--- src/rtl/muldiv_unit.sv ---
// Integer multiply/divide unit for the RISC-V M extension: fixed-latency multiply,
// radix-2 restoring divide with single-cycle divide-by-zero and signed-overflow results.
//
// state      | meaning
// -----------+-----------------------------------------------------------
// S_IDLE     | ready; accepts an op, special divides written back directly
// S_MUL      | multiply latency count, writeback on the last count
// S_DIV_ITER | one quotient bit per cycle on unsigned magnitudes
// S_DIV_FIX  | sign correction and quotient/remainder select, writeback
module muldiv_unit #(
    parameter int XLEN    = 32,
    parameter int TAG_W   = 6,
    parameter int MUL_LAT = 2
) (
    input  logic             clk_i,
    input  logic             rst_i,
    input  logic             flush_i,
    input  logic             valid_i,
    output logic             ready_o,
    input  logic [2:0]       opcode_i,
    input  logic [XLEN-1:0]  operand1_i,
    input  logic [XLEN-1:0]  operand2_i,
    input  logic [TAG_W-1:0] tag_i,
    output logic             wb_valid_o,
    output logic [XLEN-1:0]  result_o,
    output logic [TAG_W-1:0] wb_tag_o
);
    localparam int CNT_MAX = (XLEN > MUL_LAT) ? XLEN : MUL_LAT;
    localparam int CNT_W   = $clog2(CNT_MAX + 1);
    localparam logic [CNT_W-1:0] MUL_LAST = CNT_W'(MUL_LAT - 1);
    localparam logic [CNT_W-1:0] DIV_LAST = CNT_W'(XLEN);

    localparam logic [1:0] S_IDLE     = 2'd0;
    localparam logic [1:0] S_MUL      = 2'd1;
    localparam logic [1:0] S_DIV_ITER = 2'd2;
    localparam logic [1:0] S_DIV_FIX  = 2'd3;

    logic [1:0]       state_q, state_d;
    logic [CNT_W-1:0] cnt_q, cnt_d;
    logic [1:0]       op_q, op_d;
    logic [TAG_W-1:0] tag_q, tag_d;
    logic             sgn1_q, sgn1_d, sgn2_q, sgn2_d;
    logic [XLEN-1:0]  abs1_q, abs1_d, abs2_q, abs2_d;
    logic [XLEN-1:0]  rem_q, rem_d;
    logic             wb_valid_q, wb_valid_d;
    logic [XLEN-1:0]  result_q, result_d;
    logic [TAG_W-1:0] wb_tag_q, wb_tag_d;

    logic            in_idle, accept, sgn1_in, sgn2_in, div_zero_in, ovf_in;
    logic [XLEN-1:0] abs1_in, abs2_in, special_res;
    logic [XLEN-1:0] m_a, m_b, mul_res, quo_fix, rem_fix;
    logic [1:0]      m_op;
    logic            m_neg;
    logic [2*XLEN-1:0] prod_u, prod_s;
    logic [XLEN:0]   trial, diff;

    assign in_idle = (state_q == S_IDLE);
    assign accept  = valid_i & in_idle & ~flush_i;

    always_comb begin
        sgn1_in = 1'b0;
        sgn2_in = 1'b0;
        if (opcode_i[2]) begin
            sgn1_in = ~opcode_i[0] & operand1_i[XLEN-1];
            sgn2_in = ~opcode_i[0] & operand2_i[XLEN-1];
        end else begin
            sgn1_in = ((opcode_i[1:0] == 2'b01) | (opcode_i[1:0] == 2'b10)) & operand1_i[XLEN-1];
            sgn2_in = (opcode_i[1:0] == 2'b01) & operand2_i[XLEN-1];
        end
    end

    assign abs1_in     = sgn1_in ? -operand1_i : operand1_i;
    assign abs2_in     = sgn2_in ? -operand2_i : operand2_i;
    assign div_zero_in = (operand2_i == '0);
    assign ovf_in      = ~opcode_i[0] & (operand1_i == {1'b1, {(XLEN-1){1'b0}}}) & (&operand2_i);
    assign special_res = div_zero_in ? (opcode_i[1] ? operand1_i : '1)
                                     : (opcode_i[1] ? '0 : operand1_i);

    // One multiplier: fed from the inputs when a single-cycle multiply finishes from idle.
    assign m_a     = in_idle ? abs1_in : abs1_q;
    assign m_b     = in_idle ? abs2_in : abs2_q;
    assign m_neg   = in_idle ? (sgn1_in ^ sgn2_in) : (sgn1_q ^ sgn2_q);
    assign m_op    = in_idle ? opcode_i[1:0] : op_q;
    assign prod_u  = {{XLEN{1'b0}}, m_a} * {{XLEN{1'b0}}, m_b};
    assign prod_s  = m_neg ? -prod_u : prod_u;
    assign mul_res = (m_op == 2'b00) ? prod_s[XLEN-1:0] : prod_s[2*XLEN-1:XLEN];

    // abs1_q doubles as the dividend/quotient shift register during iteration.
    assign trial   = {rem_q, abs1_q[XLEN-1]};
    assign diff    = trial - {1'b0, abs2_q};
    assign quo_fix = (sgn1_q ^ sgn2_q) ? -abs1_q : abs1_q;
    assign rem_fix = sgn1_q ? -rem_q : rem_q;

    always_comb begin
        state_d    = state_q;
        cnt_d      = cnt_q;
        op_d       = op_q;
        tag_d      = tag_q;
        sgn1_d     = sgn1_q;
        sgn2_d     = sgn2_q;
        abs1_d     = abs1_q;
        abs2_d     = abs2_q;
        rem_d      = rem_q;
        wb_valid_d = 1'b0;
        result_d   = result_q;
        wb_tag_d   = wb_tag_q;
        case (state_q)
            S_IDLE: begin
                if (accept) begin
                    op_d   = opcode_i[1:0];
                    tag_d  = tag_i;
                    sgn1_d = sgn1_in;
                    sgn2_d = sgn2_in;
                    abs1_d = abs1_in;
                    abs2_d = abs2_in;
                    rem_d  = '0;
                    cnt_d  = CNT_W'(1);
                    if (opcode_i[2]) begin
                        if (div_zero_in | ovf_in) begin
                            wb_valid_d = 1'b1;
                            result_d   = special_res;
                            wb_tag_d   = tag_i;
                            cnt_d      = '0;
                        end else begin
                            state_d = S_DIV_ITER;
                        end
                    end else if (MUL_LAT == 1) begin
                        wb_valid_d = 1'b1;
                        result_d   = mul_res;
                        wb_tag_d   = tag_i;
                        cnt_d      = '0;
                    end else begin
                        state_d = S_MUL;
                    end
                end
            end
            S_MUL: begin
                if (cnt_q == MUL_LAST) begin
                    wb_valid_d = 1'b1;
                    result_d   = mul_res;
                    wb_tag_d   = tag_q;
                    state_d    = S_IDLE;
                    cnt_d      = '0;
                end else begin
                    cnt_d = cnt_q + CNT_W'(1);
                end
            end
            S_DIV_ITER: begin
                if (diff[XLEN]) begin
                    rem_d  = trial[XLEN-1:0];
                    abs1_d = {abs1_q[XLEN-2:0], 1'b0};
                end else begin
                    rem_d  = diff[XLEN-1:0];
                    abs1_d = {abs1_q[XLEN-2:0], 1'b1};
                end
                if (cnt_q == DIV_LAST) begin
                    state_d = S_DIV_FIX;
                    cnt_d   = '0;
                end else begin
                    cnt_d = cnt_q + CNT_W'(1);
                end
            end
            default: begin
                wb_valid_d = 1'b1;
                result_d   = op_q[1] ? rem_fix : quo_fix;
                wb_tag_d   = tag_q;
                state_d    = S_IDLE;
            end
        endcase
        if (flush_i) begin
            state_d    = S_IDLE;
            cnt_d      = '0;
            wb_valid_d = 1'b0;
        end
    end

    always_ff @(posedge clk_i) begin
        if (rst_i) begin
            state_q    <= S_IDLE;
            cnt_q      <= '0;
            op_q       <= '0;
            tag_q      <= '0;
            sgn1_q     <= 1'b0;
            sgn2_q     <= 1'b0;
            abs1_q     <= '0;
            abs2_q     <= '0;
            rem_q      <= '0;
            wb_valid_q <= 1'b0;
            result_q   <= '0;
            wb_tag_q   <= '0;
        end else begin
            state_q    <= state_d;
            cnt_q      <= cnt_d;
            op_q       <= op_d;
            tag_q      <= tag_d;
            sgn1_q     <= sgn1_d;
            sgn2_q     <= sgn2_d;
            abs1_q     <= abs1_d;
            abs2_q     <= abs2_d;
            rem_q      <= rem_d;
            wb_valid_q <= wb_valid_d;
            result_q   <= result_d;
            wb_tag_q   <= wb_tag_d;
        end
    end

    assign ready_o    = in_idle;
    assign wb_valid_o = wb_valid_q;
    assign result_o   = result_q;
    assign wb_tag_o   = wb_tag_q;
endmodule

--- config.mk ---
export PLATFORM = sky130hd
export DESIGN_NAME = muldiv_unit
export DESIGN_NICKNAME = d
export VERILOG_FILES = /design/src/rtl/muldiv_unit.sv
export SDC_FILE = /design/constraint.sdc
export NUM_CORES = 2
export LEC_CHECK = 0
export ABC_AREA = 1
export CORE_MARGIN = 5
export CORE_UTILIZATION = 30
export CTS_CLUSTER_DIAMETER = 30
export DETAILED_ROUTE_END_ITERATION = 8
export GPL_TIMING_DRIVEN = 0
export PLACE_DENSITY_LB_ADDON = 0.3
export SLEW_MARGIN = 20
export SYNTH_ARGS = -nofsm -noshare
export SYNTH_HDL_FRONTEND = slang
export SYNTH_SLANG_ARGS = --single-unit
--- constraint.sdc ---
create_clock -name clk_i -period 10.5 [get_ports clk_i]
set_input_delay 2.1 -clock clk_i [delete_from_list [all_inputs] [get_ports clk_i]]
set_output_delay 2.1 -clock clk_i [all_outputs]
set_load 0.005 [all_outputs]
# After elaboration in Yosys (flattened, before gate mapping)
# Index checks and enable logic that the tools add are counted.
totals:
  wordCells: 109
  output_inout_bits: 40
  ff_bits: 153
op_classes:
  muxes: 49
  n_bitwise: 15
  reduce_logical: 12
  n_mul: 1
  n_addsub: 7
  eq_ne: 13
ops:
  columns: ["operator", "n"]
  rows:
  - ["two-way mux 32 bit", 18]
  - ["negation 32 bit", 4]
  - ["one-hot mux 32 bit (2 select lines)", 2]
  - ["one-hot mux 32 bit (3 select lines)", 1]
  - ["multiplier 32 x 32 -> 64 bit", 1]
  - ["two-way mux 64 bit", 1]
  - ["negation 64 bit", 1]
  - ["two-way mux 6 bit", 7]
  - ["one-hot mux 6 bit (3 select lines)", 2]
  - ["subtractor 33 x 32 -> 33 bit", 1]
  - ["equality test 32 bit, second input constant", 1]
  - ["zero test 32 bit", 1]
  - ["AND reduction 32 bit", 1]
  - ["two-way mux 2 bit", 6]
  - ["two-way mux 1 bit", 10]
  - ["AND 1 bit", 8]
  - ["adder 6 x 1 -> 6 bit, second input constant", 1]
  - ["equality test 6 x 1 -> 1 bit, second input constant", 1]
  - ["equality test 6 bit, second input constant", 1]
  - ["inequality test 2 bit, second input constant", 3]
  - ["one-hot mux 2 bit (3 select lines)", 1]
  - ["AND reduction 2 bit", 3]
  - ["AND reduction 5 bit", 1]
  - ["equality test 2 x 1 -> 1 bit, second input constant", 2]
  - ["12 further kinds", 19]

# Logic depth before layout (Yosys ltp)
depth:
  depth_word: 12
  depth_mapped: 58
  ltp_nobuf: 57

# Worst setup path after synthesis
# Ideal clock, no wire load.
synth_timing:
  kind: "in2reg"
  from: "input port opcode_i[1]"
  to: "register result_q[23] (netlist: result_o[23])"
  path_slack_ps: -367
  setup_ps: 122
  path_stages: 48
  path_buffers: 4
  arrival_time_ps: 10745
  t_required_ps: 10378
  path_cell_list: "clkbuf_1 inv_2 clkbuf_1 ha_1 a21oi_1 nand2_1 inv_2 buf_2 nand2_1 xor2_1 or2_2 o21ai_0 clkbuf_1 nor2_1 fa_1 fa_1 fa_1 inv_1 [... 12 more ...] nor2_1 nand2_1 nor2_1 nand2_1 nand3_1 nand2_1 nand2_1 nand2_1 nor2_2 nand2_2 nor3_4 nand3_2 nand2_2 nand2_1 nand2_1 nand3_1 nand2_1 a21oi_2"
synth_via:
  elab_chain_len: 12
synth_lines:
  columns: ["item", "line_no", "source"]
  rows:
  - ["start, declared", "20", "input logic [2:0] opcode_i,"]
  - ["equality test 2 x 1 -> 1 bit / equality test 2 bit (equally long branches)", "67, 68", null]
  - ["bitwise OR 1 bit", "67", "sgn1_in = ((opcode_i[1:0] == 2'b01) | (opcode_i[1:0] == 2'b10)) & operand1_i[XLEN-1];"]
  - ["AND 1 bit", "67", null]
  - ["two-way mux 1 bit", "63", "if (opcode_i[2]) begin"]
  - ["two-way mux 32 bit", "72", "assign abs1_in = sgn1_in ? -operand1_i : operand1_i;"]
  - ["two-way mux 32 bit", "80", "assign m_a = in_idle ? abs1_in : abs1_q;"]
  - ["multiplier 32 x 32 -> 64 bit", "84", "assign prod_u = {{XLEN{1'b0}}, m_a} * {{XLEN{1'b0}}, m_b};"]
  - ["negation 64 bit", "85", "assign prod_s = m_neg ? -prod_u : prod_u;"]
  - ["two-way mux 64 bit", "85", null]
  - ["two-way mux 32 bit", "86", "assign mul_res = (m_op == 2'b00) ? prod_s[XLEN-1:0] : prod_s[2*XLEN-1:XLEN];"]
  - ["two-way mux 32 bit", "138", "if (cnt_q == MUL_LAST) begin"]
  - ["one-hot mux 32 bit (3 select lines) *", "107", "case (state_q)"]
  - ["end signal, assigned", "202", "result_q <= result_d;"]
  - ["end, declared", "46", "logic [XLEN-1:0] result_q, result_d;"]
# Every way passes the cells marked *; elsewhere a longest branch is shown, timed or not. The select of a mux whose other input is x is not followed.
# A chain may end at the register's enable or synchronous reset.

# Worst setup path in the final report
layout_timing:
  from: "input port operand1_i[31]"
  to: "register result_q[29] (netlist: result_o[29])"
layout_via:
  elab_chain_len: 10
layout_lines:
  columns: ["item", "line_no", "source"]
  rows:
  - ["start, declared", "21", "input logic [XLEN-1:0] operand1_i,"]
  - ["parallel branches: the longest is 10 deep, another holds multiplier 32 x 32 -> 64 bit", null, null]
# Several ways; the timed one is not identified. The select of a mux whose other input is x is not followed.

==> metrics.log <==
INFO  metric worstSkewPairLatency = 0.47 ns
INFO  metric number_of_antenna_violations_at_the_first_check_in_global_routing = 4
INFO  metric grt_pass1_vias = 49600
INFO  metric grt_start_max_net_pins = 19
INFO  metric finalHoldWorstSlack = 0.468 ns
INFO  metric critPathBufInv = 13
INFO  metric drt_wl_total = 228 mm
INFO  metric critPathTopFamily = adder cells
INFO  metric die_area = 174000 µm²
INFO  metric slew_at_the_pin_closest_to_its_max_slew_limit = 1.37 ns
INFO  metric yosys.cell_types.count = 59
INFO  metric drive_gt1_frac = 0.226
INFO  metric drt_iter0_markers = 4749
INFO  metric synth-edff-count = 0
INFO  metric route.vias.total = 50500
INFO  metric finalClockSkew = 0.0194 ns
INFO  metric hold_path_class = reg -> reg
INFO  metric synth_seq_area_share = 0.0616
INFO  metric crit_slowest_cell = fa_2
INFO  metric grt_first_pass_wirelength = 328 mm
INFO  metric synthTopCellsByArea = fa_1 36%, nand2_1 12%, inv_1 11%, ha_1 7.8%, nor2_1 6.7%
INFO  metric initial_core_util = 0.302
INFO  metric worst_r2r_startpoint = state_q[1]$_SDFFE_PP0P_
INFO  metric vias_per_cell = 5.14
INFO  metric r2r_setup_slack = -0.23 ns
INFO  metric grt_util_all_layers = 0.254
INFO  metric crit_path_start = operand1_i[31]
INFO  metric remaining_drc_errors = 0
INFO  metric critPathMaxFanout = 7
INFO  metric cts_inserted_buffers = 17
INFO  metric placement_rows = 149
INFO  metric htree_levels = 4
INFO  metric grt_overflow = 0
INFO  metric synth.ff_latch_count = 153
INFO  metric num-fill-cells = 17200
INFO  metric cts_hold_buf = 0
INFO  metric placed_cells = 9431
INFO  metric finalNonFillerCells = 9820
INFO  metric fraction_of_registers_with_async_set_reset = 0
INFO  metric violations = setup timing
INFO  metric critPathKind = in -> reg
INFO  metric core-area = 165000 µm²
INFO  metric yosys_warnings = 0
INFO  metric yosysTopAreaCell = fa_1
INFO  metric detail_route.wl_per_cell = 23.2 µm
INFO  metric critical_path.most_common_cell = fa_1
INFO  metric setup_viol_count_final = 32
INFO  metric drv.max_cap_violation_count = 0
INFO  metric fmax = 91.3 MHz
INFO  metric dominant_synthesized_flop_cell = dfxtp_1
INFO  metric dr.pass1.iters = 6
INFO  metric final_common_cell = inv_1
INFO  metric synthesis.area_per_instance = 6.99 µm²
INFO  metric final_critical_path_setup_slack = -0.451 ns
INFO  metric worst_setup_path_endpoint = result_o[29]$_SDFFE_PP0P_
INFO  metric r2r_end = result_o[3]$_SDFFE_PP0P_
INFO  metric multi_input_area = 44500 µm²
INFO  metric clock_sink_count = 153
INFO  metric worstPathArrival = 11.30 ns
INFO  metric boundaryPins = 117
INFO  metric layout.nets = 8899
INFO  metric rsz0062_at_grt = yes
INFO  metric drtAntennaViolNets = 0
INFO  metric cts_tree = built
INFO  metric worstSetupEndpointType = flop
INFO  metric post_synth_inst_count = 7115
INFO  metric synth.top_cell.area_share = 0.361
INFO  metric critical_path_source_type = input port
INFO  metric routabilityCongestion = 1.01
INFO  metric critPathRequiredTime = 10.85 ns
INFO  metric syn_nets = 8398
INFO  metric post_synth_instance_area = 49800 µm²
INFO  metric finalHoldViolCount = 0
INFO  metric slew_headroom = 0.0867
INFO  metric worst-path-stages = 45
INFO  metric cts.clk_slew.worst_paths = 0.07 ns
INFO  metric r2r.worst_path.cells = 39
INFO  metric ff_latch_area = 3060 µm²
INFO  metric dp.final_hpwl = 189 mm
INFO  metric outcome = finished, violations left
INFO  metric cpPeakStageDelay = 0.60 ns
INFO  metric fin_crit_sh = 1.04
INFO  metric die-width = 417 µm
INFO  metric root_buffer = clkbuf_16
INFO  metric clock_period_minus_final_worst_setup_slack = 10.95 ns
INFO  metric maxSlewViolCount = 0
INFO  metric die-height = 417 µm
INFO  metric layout.cells.most_common_list = 1407 x inv_1, 1259 x nand2_1, 832 x fa_1
INFO  metric cts-root-to-sink-buffers = 2
INFO  metric placement.setup.worst_slack = -3.23 ns
INFO  metric synthToLayoutAreaGrowth = 28.1%
INFO  metric tns = -11.42 ns
INFO  metric portBuffers = 115
==> layer usage <==
metal  vias up  track usage  part of all wire
met3       580       0.0535             0.095
met4         4        0.112             0.061
met2      2453        0.402              0.44
met5         -            0          0.000088
li1      22400            -                 -
met1     25000        0.334              0.40
==> sequential cells by signal, summed over array words and instances (netlist names) <==
name / cells
rem_q: 32
result_o: 32
sgn1_q: 1
abs1_q: 32
sgn2_q: 1
tag_q: 6
abs2_q: 32
state_q: 2
wb_tag_o: 6
op_q: 2
wb_valid_o: 1
cnt_q: 6
==> synthesized netlist by cell type (61+ instances only) <==
cell      number
a21oi_1      361
clkbuf_1     206
dfxtp_1      153
fa_1         897
ha_1         309
inv_1       1521
nand2_1     1581
nand3_1      216
nor2_1       883
nor3_1        61
o21ai_0      281
xor2_1        61
==> worst min-delay path by stage <==
stage | startpoint | to | cells after the start
after floorplan | abs1_q[0]$_SDFFE_PP0P_ | abs1_q[0]$_SDFFE_PP0P_ | 2
after global placement | abs1_q[0]$_SDFFE_PP0P_ | abs1_q[0]$_SDFFE_PP0P_ | 2
after detailed placement | abs1_q[0]$_SDFFE_PP0P_ | abs1_q[0]$_SDFFE_PP0P_ | 2
after CTS | abs1_q[0]$_SDFFE_PP0P_ | abs1_q[0]$_SDFFE_PP0P_ | 2
after global routing | abs1_q[0]$_SDFFE_PP0P_ | abs1_q[0]$_SDFFE_PP0P_ | 2
final | abs1_q[0]$_SDFFE_PP0P_ | abs1_q[0]$_SDFFE_PP0P_ | 2
==> through the flow <==
step,area [µm²],utilization
6_report,63700,0.386
5_1_grt,63700,0.386
4_1_cts,59900,0.363
3_5_place_dp,54000,0.327
3_3_place_gp,53800,0.326
2_1_floorplan,49900,-
==> logic make-up after synthesis <==
logic type,share of synthesized area
buffers and inverters,0.142
AND/OR/NAND/NOR,0.244
XOR/XNOR,0.0163
adder cells (fa/ha/maj),0.439
AO/OA/AOI/OAI,0.0966
flip-flops,0.0616
==> what timing repair did <==
item / in CTS / in global routing
endpoints found under the setup margin: 32 / 32
gates cloned: 1 / 4
buffers inserted: 218 / 145
pin swaps: 235 / 352
hold endpoints to repair: 0 / 0
gates resized for setup: 1019 / 840
==> area by class of cell <==
cell class / instances / area share
inverters: 1565 / 0.0950
well taps: 2189 / 0.0430
multi-input cells: 5118 / 0.698
flip-flops and latches: 153 / 0.0481
clock inverters: 14 / 0.00277
repair buffers: 484 / 0.0692
clock buffers: 18 / 0.00674
diodes: 2 / 0.0000785
plain buffers: 277 / 0.0371
==> worst min-delay path, delay by kind of cell, from the launching register on <==
family / cells / cell delay [ns]
simple gates: 1 / 0.06
flops: 1 / 0.31
compound gates: 1 / 0.05
Power is left out: the tool's default activity adds up to more than one toggle a clock period on the data nets, which glitch-free logic cannot reach.
